$ cat src/rtl/alu_pkg.sv
// Shared ALU definitions: opcode encodings, sequencer state encoding,
// error codes, and the opcode validity check.
// The ALU, the UART sequencer and the top-level bench all import this package.
package alu_pkg;

   localparam int NB_OP_PKG = 6;

   localparam logic [NB_OP_PKG-1:0] ADD_OP = 6'b100000;
   localparam logic [NB_OP_PKG-1:0] SUB_OP = 6'b100010;
   localparam logic [NB_OP_PKG-1:0] AND_OP = 6'b100100;
   localparam logic [NB_OP_PKG-1:0] OR_OP  = 6'b100101;
   localparam logic [NB_OP_PKG-1:0] XOR_OP = 6'b100110;
   localparam logic [NB_OP_PKG-1:0] SRA_OP = 6'b000011;
   localparam logic [NB_OP_PKG-1:0] SRL_OP = 6'b000010;
   localparam logic [NB_OP_PKG-1:0] NOR_OP = 6'b100111;

   localparam logic [2:0] ST_WAIT_A  = 3'd0;
   localparam logic [2:0] ST_WAIT_B  = 3'd1;
   localparam logic [2:0] ST_WAIT_OP = 3'd2;
   localparam logic [2:0] ST_COMPUTE = 3'd3;
   localparam logic [2:0] ST_SEND    = 3'd4;
   localparam logic [2:0] ST_WAIT_TX = 3'd5;

   localparam logic [1:0] ERR_NONE    = 2'b00;
   localparam logic [1:0] ERR_TIMEOUT = 2'b01;
   localparam logic [1:0] ERR_BAD_OP  = 2'b10;

   function automatic logic is_valid_op(input logic [NB_OP_PKG-1:0] op);
      case (op)
         ADD_OP, SUB_OP, AND_OP, OR_OP,
         XOR_OP, SRA_OP, SRL_OP, NOR_OP: return 1'b1;
         default:                        return 1'b0;
      endcase
   endfunction

endpackage

$ cat src/rtl/uart_alu_sequencer_timeout_counter.sv
// Inter-byte idle timer.
// Ports: i_clk, i_reset (async, active-low), i_enable (count this cycle),
//        i_clear (return to zero, has priority), o_tc (count is at
//        TIMEOUT_CYCLES-1 while enabled). TIMEOUT_CYCLES=0 keeps o_tc low.
module timeout_counter #(
   parameter int NB_TIMEOUT     = 20,
   parameter int TIMEOUT_CYCLES = 1000000
) (
   input  logic i_clk,
   input  logic i_reset,
   input  logic i_enable,
   input  logic i_clear,
   output logic o_tc
);

   localparam int                    TC_INT = (TIMEOUT_CYCLES == 0) ? 0 : TIMEOUT_CYCLES - 1;
   localparam logic [NB_TIMEOUT-1:0] TC_VAL = NB_TIMEOUT'(TC_INT);
   localparam logic                  ACTIVE = (TIMEOUT_CYCLES != 0);

   logic [NB_TIMEOUT-1:0] cnt_q, cnt_d;

   always_comb begin
      cnt_d = cnt_q;
      if (i_clear)       cnt_d = '0;
      else if (i_enable) cnt_d = cnt_q + NB_TIMEOUT'(1);
   end

   always_ff @(posedge i_clk or negedge i_reset) begin
      if (!i_reset) cnt_q <= '0;
      else          cnt_q <= cnt_d;
   end

   assign o_tc = ACTIVE && i_enable && (cnt_q == TC_VAL);

endmodule

$ cat src/rtl/uart_alu_sequencer.sv
// Byte-stream ALU sequencer: collects operand A, operand B and opcode from
// uart_rx, drives the ALU, captures its result and starts uart_tx.
// Ports: i_clk, i_reset (async, active-low); i_rx_data/i_rx_done from uart_rx;
//        i_tx_done from uart_tx; i_alu_result from the ALU;
//        o_alu_a/o_alu_b/o_alu_op to the ALU; o_tx_data/o_tx_start to uart_tx;
//        o_busy, o_error (pulse), o_err_code (held).
//
// state      | meaning
// WAIT_A     | idle, next byte is operand A
// WAIT_B     | next byte is operand B (timeout running)
// WAIT_OP    | next byte is the opcode (timeout running)
// COMPUTE    | ALU settles on latched operands, result captured
// SEND       | one-cycle start pulse to uart_tx
// WAIT_TX    | wait for uart_tx to finish; received bytes dropped
module uart_alu_sequencer
   import alu_pkg::*;
#(
   parameter int NB_DATA        = 8,
   parameter int NB_OP          = 6,
   parameter int NB_TIMEOUT     = 20,
   parameter int TIMEOUT_CYCLES = 1000000
) (
   input  logic               i_clk,
   input  logic               i_reset,
   input  logic [NB_DATA-1:0] i_rx_data,
   input  logic               i_rx_done,
   input  logic               i_tx_done,
   input  logic [NB_DATA-1:0] i_alu_result,
   output logic [NB_DATA-1:0] o_alu_a,
   output logic [NB_DATA-1:0] o_alu_b,
   output logic [NB_OP-1:0]   o_alu_op,
   output logic [NB_DATA-1:0] o_tx_data,
   output logic               o_tx_start,
   output logic               o_busy,
   output logic               o_error,
   output logic [1:0]         o_err_code
);

   logic [2:0]         state_q, state_d;
   logic [NB_DATA-1:0] a_q, a_d, b_q, b_d, tx_data_q, tx_data_d;
   logic [NB_OP-1:0]   op_q, op_d;
   logic               error_q, error_d;
   logic [1:0]         err_code_q, err_code_d;
   logic               to_enable, to_clear, to_tc;

   assign to_enable = (state_q == ST_WAIT_B) || (state_q == ST_WAIT_OP);
   // Holding the counter clear outside the frame body gives the
   // clear-on-entry-to-WAIT_A behaviour without a separate entry strobe.
   assign to_clear  = i_rx_done || !to_enable || to_tc;

   timeout_counter #(
      .NB_TIMEOUT     (NB_TIMEOUT),
      .TIMEOUT_CYCLES (TIMEOUT_CYCLES)
   ) u_timeout (
      .i_clk    (i_clk),
      .i_reset  (i_reset),
      .i_enable (to_enable),
      .i_clear  (to_clear),
      .o_tc     (to_tc)
   );

   always_comb begin
      state_d    = state_q;
      a_d        = a_q;
      b_d        = b_q;
      op_d       = op_q;
      tx_data_d  = tx_data_q;
      error_d    = 1'b0;
      err_code_d = err_code_q;
      case (state_q)
         ST_WAIT_A: begin
            if (i_rx_done) begin
               a_d     = i_rx_data;
               state_d = ST_WAIT_B;
            end
         end
         ST_WAIT_B: begin
            if (i_rx_done) begin
               b_d     = i_rx_data;
               state_d = ST_WAIT_OP;
            end else if (to_tc) begin
               error_d    = 1'b1;
               err_code_d = ERR_TIMEOUT;
               state_d    = ST_WAIT_A;
            end
         end
         ST_WAIT_OP: begin
            if (i_rx_done) begin
               if (is_valid_op(i_rx_data[NB_OP-1:0])) begin
                  op_d    = i_rx_data[NB_OP-1:0];
                  state_d = ST_COMPUTE;
               end else begin
                  error_d    = 1'b1;
                  err_code_d = ERR_BAD_OP;
                  state_d    = ST_WAIT_A;
               end
            end else if (to_tc) begin
               error_d    = 1'b1;
               err_code_d = ERR_TIMEOUT;
               state_d    = ST_WAIT_A;
            end
         end
         ST_COMPUTE: begin
            tx_data_d = i_alu_result;
            state_d   = ST_SEND;
         end
         ST_SEND:    state_d = ST_WAIT_TX;
         ST_WAIT_TX: if (i_tx_done) state_d = ST_WAIT_A;
         default:    state_d = ST_WAIT_A;
      endcase
   end

   always_ff @(posedge i_clk or negedge i_reset) begin
      if (!i_reset) begin
         state_q    <= ST_WAIT_A;
         a_q        <= '0;
         b_q        <= '0;
         op_q       <= '0;
         tx_data_q  <= '0;
         error_q    <= 1'b0;
         err_code_q <= ERR_NONE;
      end else begin
         state_q    <= state_d;
         a_q        <= a_d;
         b_q        <= b_d;
         op_q       <= op_d;
         tx_data_q  <= tx_data_d;
         error_q    <= error_d;
         err_code_q <= err_code_d;
      end
   end

   assign o_alu_a    = a_q;
   assign o_alu_b    = b_q;
   assign o_alu_op   = op_q;
   assign o_tx_data  = tx_data_q;
   assign o_tx_start = (state_q == ST_SEND);
   assign o_busy     = (state_q == ST_COMPUTE) || (state_q == ST_SEND) || (state_q == ST_WAIT_TX);
   assign o_error    = error_q;
   assign o_err_code = err_code_q;

endmodule

$ cat config.mk
export PLATFORM = sky130hd
export DESIGN_NAME = uart_alu_sequencer
export DESIGN_NICKNAME = d
export VERILOG_FILES = /design/src/rtl/alu_pkg.sv /design/src/rtl/uart_alu_sequencer_timeout_counter.sv /design/src/rtl/uart_alu_sequencer.sv
export SDC_FILE = /design/constraint.sdc
export NUM_CORES = 1
export LEC_CHECK = 0
export BUFFER_PORTS_ARGS = -buffer_cell sky130_fd_sc_hd__buf_2
export CORE_MARGIN = 1
export CORE_UTILIZATION = 40
export CTS_CLUSTER_DIAMETER = 200
export CTS_CLUSTER_SIZE = 20
export DETAILED_ROUTE_END_ITERATION = 8
export GPL_TIMING_DRIVEN = 0
export SETUP_SLACK_MARGIN = 0.2
export SYNTH_ARGS = -nofsm -noshare
export SYNTH_HDL_FRONTEND = slang
export SYNTH_SLANG_ARGS = --single-unit
$ cat constraint.sdc
create_clock -name i_clk -period 3.1 [get_ports i_clk]
set_input_delay 0.62 -clock i_clk [delete_from_list [all_inputs] [get_ports i_clk]]
set_output_delay 0.62 -clock i_clk [all_outputs]
set_load 0.005 [all_outputs]
# == Word-level counts from Yosys, hierarchy flattened ==
# Cells that the tools add are included.
# W data, S select, Z words.
# classes
add_sub_neg,1
n_eq_ne,18
n_mux,22
reduce_logical,16
# op_table
cell,count
$mux W20,2
$eq A6 B6 Y1 const B,6
$add A20 B1 Y20 const B,1
$eq A20 B20 Y1 const B,1
$pmux W3 S6,1
$mux W3,5
$eq A6 B2 Y1 const B,2
$mux W2,5
$reduce_or A8 Y1,1
$mux W1,7
$eq A3 B2 Y1 const B,2
$eq A3 B3 Y1 const B,2
$ne A2 B2 Y1 const B,3
$reduce_and A2 Y1,3
$reduce_and A3 Y1,2
$logic_or A1 B1 Y1,5
$pmux W2 S2,1
$reduce_bool A2 Y1,2
$eq A3 B1 Y1 const B,1
$logic_not A3 Y1,1
$ne A3 B3 Y1 const B,1
$pmux W1 S2,1
$logic_and A1 B1 Y1,1
$logic_not A1 Y1,1
# word_totals
register_bits,56
inputBits,20
output_inout_bits,35
wordCells,65

# == Longest topological paths before layout ==
# depth
word_depth,8
ltp_mapped,6
ltp_nobuf,5

# == Hierarchy ==
# From an unflattened synthesis, not the netlist that was laid out.
# hier_totals
cells_unflattened,216
area_unflattened_um2,2633.8
# modules_own_cells
mod,instances,cells_each,area_per_inst_um2,seq_area_each_um2
uart_alu_sequencer,1,107,1537.7,900.9
timeout_counter,1,109,1096.1,500.5

# == Worst setup path before layout ==
# No wires, ideal clock.
# synth_path
kind,reg2reg
from,register u_timeout.cnt_q[7]
to,register u_timeout.cnt_q[9]
arrival_ps,1766
required_ps,2964
path_slack_ps,1198
stages_incl_launch_ff,6
n_path_buf,1
path_cell_list,dfrtp_1 > or4_1 > or4_4 > nor2_8 > clkbuf_8 > nor3_1
# synth_between
elab_chain_cells,4
# synth_rtl
item,line_no,rtl
"start, declared",uart_alu_sequencer_timeout_counter.sv:20,"logic [NB_TIMEOUT-1:0] cnt_q, cnt_d;"
"start signal, assigned",uart_alu_sequencer_timeout_counter.sv:30,else cnt_q <= cnt_d;
"parallel branches: the longest is 4 deep, another holds $add A20 B1 Y20",n/a,
# Parallel ways; which one is timed is not known. The select of a mux whose other input is x is not followed.
# A chain may end at the register's enable or synchronous reset.

# == Worst setup path after layout ==
# layout_path
from,register state_q[0]
to,output port o_busy
# layout_between
elab_chain_cells,3
# layout_rtl
item,line_no,rtl
"start, declared",uart_alu_sequencer.sv:39,"logic [2:0] state_q, state_d;"
"start signal, assigned",uart_alu_sequencer.sv:123,state_q <= state_d;
$eq A3 B2 Y1 or $eq A3 B3 Y1 (tied branches),uart_alu_sequencer.sv:138,assign o_busy = (state_q == ST_COMPUTE) || (state_q == ST_SEND) || (state_q == ST_WAIT_TX);
$logic_or A1 B1 Y1,uart_alu_sequencer.sv:138,
$logic_or A1 B1 Y1 (*),uart_alu_sequencer.sv:138,
"end, declared",uart_alu_sequencer.sv:34,"output logic o_busy,"
# Every way passes the cells marked *; elsewhere a longest branch is shown, timed or not.

==> key figures <==
Pwr
  • Leak pwr: 1.33 nW
  • Peak VDD IR: 0.415 mV
  • Pwr Total: 2.31 mW
  • Pwr/cell area: 775 nW/µm²

Timing
  • Rel. slew slack: 53.1%
  • Max Transition Viols Final: 0
  • Setup Skew: 0.0107 ns
  • # setup viols final: 0
  • Crit share post-route: between 70% and 80%
  • Post-layout min period: 2.24 ns
  • RSZ-0062 raised after global routing: no
  • Fin. Hold Viols: 0
  • Max Clock Freq: 447 MHz
  • Worst-Margin Slew: 0.703 ns
  • Worst hold slack: 0.349 ns
  • Sum Neg Setup Slack: 0 ns

Setup path
  • Peak per-stage delay on the critical path: 0.40 ns
  • Worst EP arrival: 1.62 ns
  • Max FO, Critical Path: 10
  • Kind of critical path: flop to output port
  • CP startpoint kind: flop
  • Nature of the critical path endpoint: output port
  • Slowest CP cell: nand3_1
  • Worst endpoint required time: 2.48 ns
  • Worst path cell trace: clkbuf_1, nand3_1, nand2_1, buf_2

Global route
  • Initial antenna violation count: 0
  • Global-route wire length before repair: 8.60 mm
  • Vias in the first global route: 1,901
  • Gr usage total: between 10% and 20%
  • Largest net degree at the start of global routing: 57
  • Remaining global-route overflow: 0

Cells and area
  • Antenna Cells: 0
  • Share of cells above drive strength 1: 35.3%
  • Layout Nets: 292
  • Util after Layout: between 40% and 50%
  • Fillcell total: 554
  • Area growth syn-to-layout: 19.0%

Clock network
  • CTS Buf Count: 5
  • Post-CTS Resized: 0
  • Post CTS Setup Buffer Count: 0
  • Reg clk slew, reported paths: 0.10 ns
  • CTS sink count: 56
  • H-tree depth: 2
  • Max Buffers Root-to-Sink: 2
  • Clk_lat worst skew: ~0.31 ns
  • Root Buffer: clkbuf_8
  • Hold_buf cts: 0
  • CTS tree: built

Synth
  • Post-synth top flop: dfrtp_1
  • Post-synthesis compound-gate area fraction: 3.74%
  • Synthesized area per cell: about 12 µm²
  • Post-Synth XOR/XNOR Area: 5.58%
  • Post-synth top area cell: dfrtp_1
  • Top cells by count, synth: 56 x dfrtp_1, 28 x mux2_2, 21 x nor3_1
  • Area of the mapped netlist: 2510 µm²
  • Syn_nets: ~230
  • Asr flop ratio synth: 100%
  • Number of synthesized flops with an enable pin: 0
  • Main combinational cell family by area after synthesis: simple AND/OR/NAND/NOR gates
  • Top-count cell post-synth: dfrtp_1
  • Synth Warn #: 0
  • Synth Register Bits: 56
  • Register area share after synthesis: 55.8%
  • Share of the synthesized area in the top cell type: 55.8%
  • Post-Syn Instances: between 200 and 250
  • Post-synthesis mux area share: between 10% and 20%
  • Post-synthesis simple-gate area fraction: 17.6%
  • Post-synthesis cell type count: 38
  • Synth Area in Adders: less than 1%
  • Top cells by area, synth: dfrtp_1 56%, mux2_2 13%, nor3_1 4.2%

Die
  • Boundary pin count: 55
  • Initial core utilization: between 40% and 50%
  • Full die area: approximately 6600 µm²
  • Chip Width: 81.2 µm
  • Core ar.: 5990 µm²
  • # rows: 28
  • Die Height: 81.2 µm

Detailed routing
  • # DRC: 0
  • Drt pass-1 iters: 4
  • Initial drt markers: 55
  • Drt via density: 5.26
  • Number of nets with antenna violations after routing: 0
  • Wire length per cell: approximately 14 µm
  • Post-Route WL: 4.96 mm
  • Routed vias: 1,824

Outcome
  • Status: complete, no violations

Placed design
  • DPL Wire Length: 3.47 mm
  • RD Place Congestion: a little under 0.8
  • # port buffers: 54

Job
  • Max Cap Viol: 0

Worst hold path
  • HP Class: input pin to async pin
## path summary, 6_finish.rpt
| kind | depth (start not counted) | end | slack (ns) | start |
|---|---|---|---|---|
| worst max register to register | 6 | u_timeout.cnt_q[6]$_DFFE_PN0P_ | 1.00 | u_timeout.cnt_q[0]$_DFFE_PN0P_ |
| worst min-delay path | 1 | o_alu_op[4]$_DFFE_PN0P_ | 0.35 | i_reset |
| max in group asynchronous | 1 | o_tx_data[2]$_DFFE_PN0N_ | 2.29 | i_reset |
| worst min register to register | 1 | o_alu_op[4]$_DFFE_PN0P_ | 0.50 | o_alu_op[4]$_DFFE_PN0P_ |
| min in group i_clk | 1 | o_alu_op[4]$_DFFE_PN0P_ | 0.50 | o_alu_op[4]$_DFFE_PN0P_ |
| worst max-delay path | 4 | o_busy | 0.86 | state_q[0]$_DFFE_PN0P_ |
## logic make-up after synthesis
| logic type | Yosys count |
|---|---|
| AOI/OAI and AO/OA | 12 |
| adders and majority gates | 1 |
| DFF | 56 |
| muxes | 31 |
| xor gates and xnor gates | 16 |
| buffers and inverters | 14 |
| and+or+nand+nor | 80 |
## report_power, final
| group | internal, mW | switching (mW) | leakage, nW |
|---|---|---|---|
| Sequential | 0.958 | 0.110 | 0.718 |
| Combinational | 0.408 | 0.360 | 0.555 |
| Clock | 0.239 | 0.239 | 0.0541 |
| Total | 1.61 | 0.709 | 1.33 |
## cells in the final DEF (no fill, tap or decap), types with 2 or more instances in the layout
cell type	count
and2_1	4
buf_2	53
clkbuf_1	6
clkbuf_8	6
dfrtp_1	56
inv_1	6
mux2_2	28
mux2i_1	3
nand2_1	13
nand2b_1	2
nand3_1	8
nand4_1	7
nor2_1	7
nor3_1	21
nor3b_1	2
nor4_1	7
o21ai_0	3
xnor2_1	12
xor2_1	4
## layer usage
metal | vias to the layer above | wire length, µm | global-route usage, %
met4 | 0 | 53 | 5.89
met5 | - | 0 | 0
met2 | 54 | 2390 | 27.5
li1 | 869 | - | -
met1 | 895 | 2260 | 21.5
met3 | 6 | 255 | 5.51
## flip-flops by register name, summed over array words and instances (netlist names)
signal           cells
o_alu_a              8
o_alu_b              8
o_alu_op             6
o_err_code           2
o_error              1
o_tx_data            8
state_q              3
u_timeout.cnt_q     20
## stage by stage
stage / area [µm²] / instances / setup WS, ns
2_1_floorplan: 2510 / 210 / 1.20
3_3_place_gp: 2870 / 339 / 0.955
3_5_place_dp: 2870 / 339 / 0.896
4_1_cts: 2990 / 347 / 0.797
5_1_grt: 2990 / 347 / 0.631
6_report: 2990 / 347 / 0.861
## area by class of cell
type,instances,area (µm²),share of cell area (%)
clock buffer,5,68.8,2.30
timing repair buffer,54,273,9.13
clock inverter,3,42.5,1.42
inverter,6,22.5,0.754
multi-input combinational,140,1030,34.6
tap,75,93.8,3.14
buffer,8,51.3,1.72
sequential,56,1400,46.9
## critical path, delay by kind of cell (launching register included)
kind                   cells  cell delay, ns
DFF                        1            0.34
and+or+nand+nor            2            0.57
buffers and inverters      2            0.40
Power figures use the tool's default switching activity.
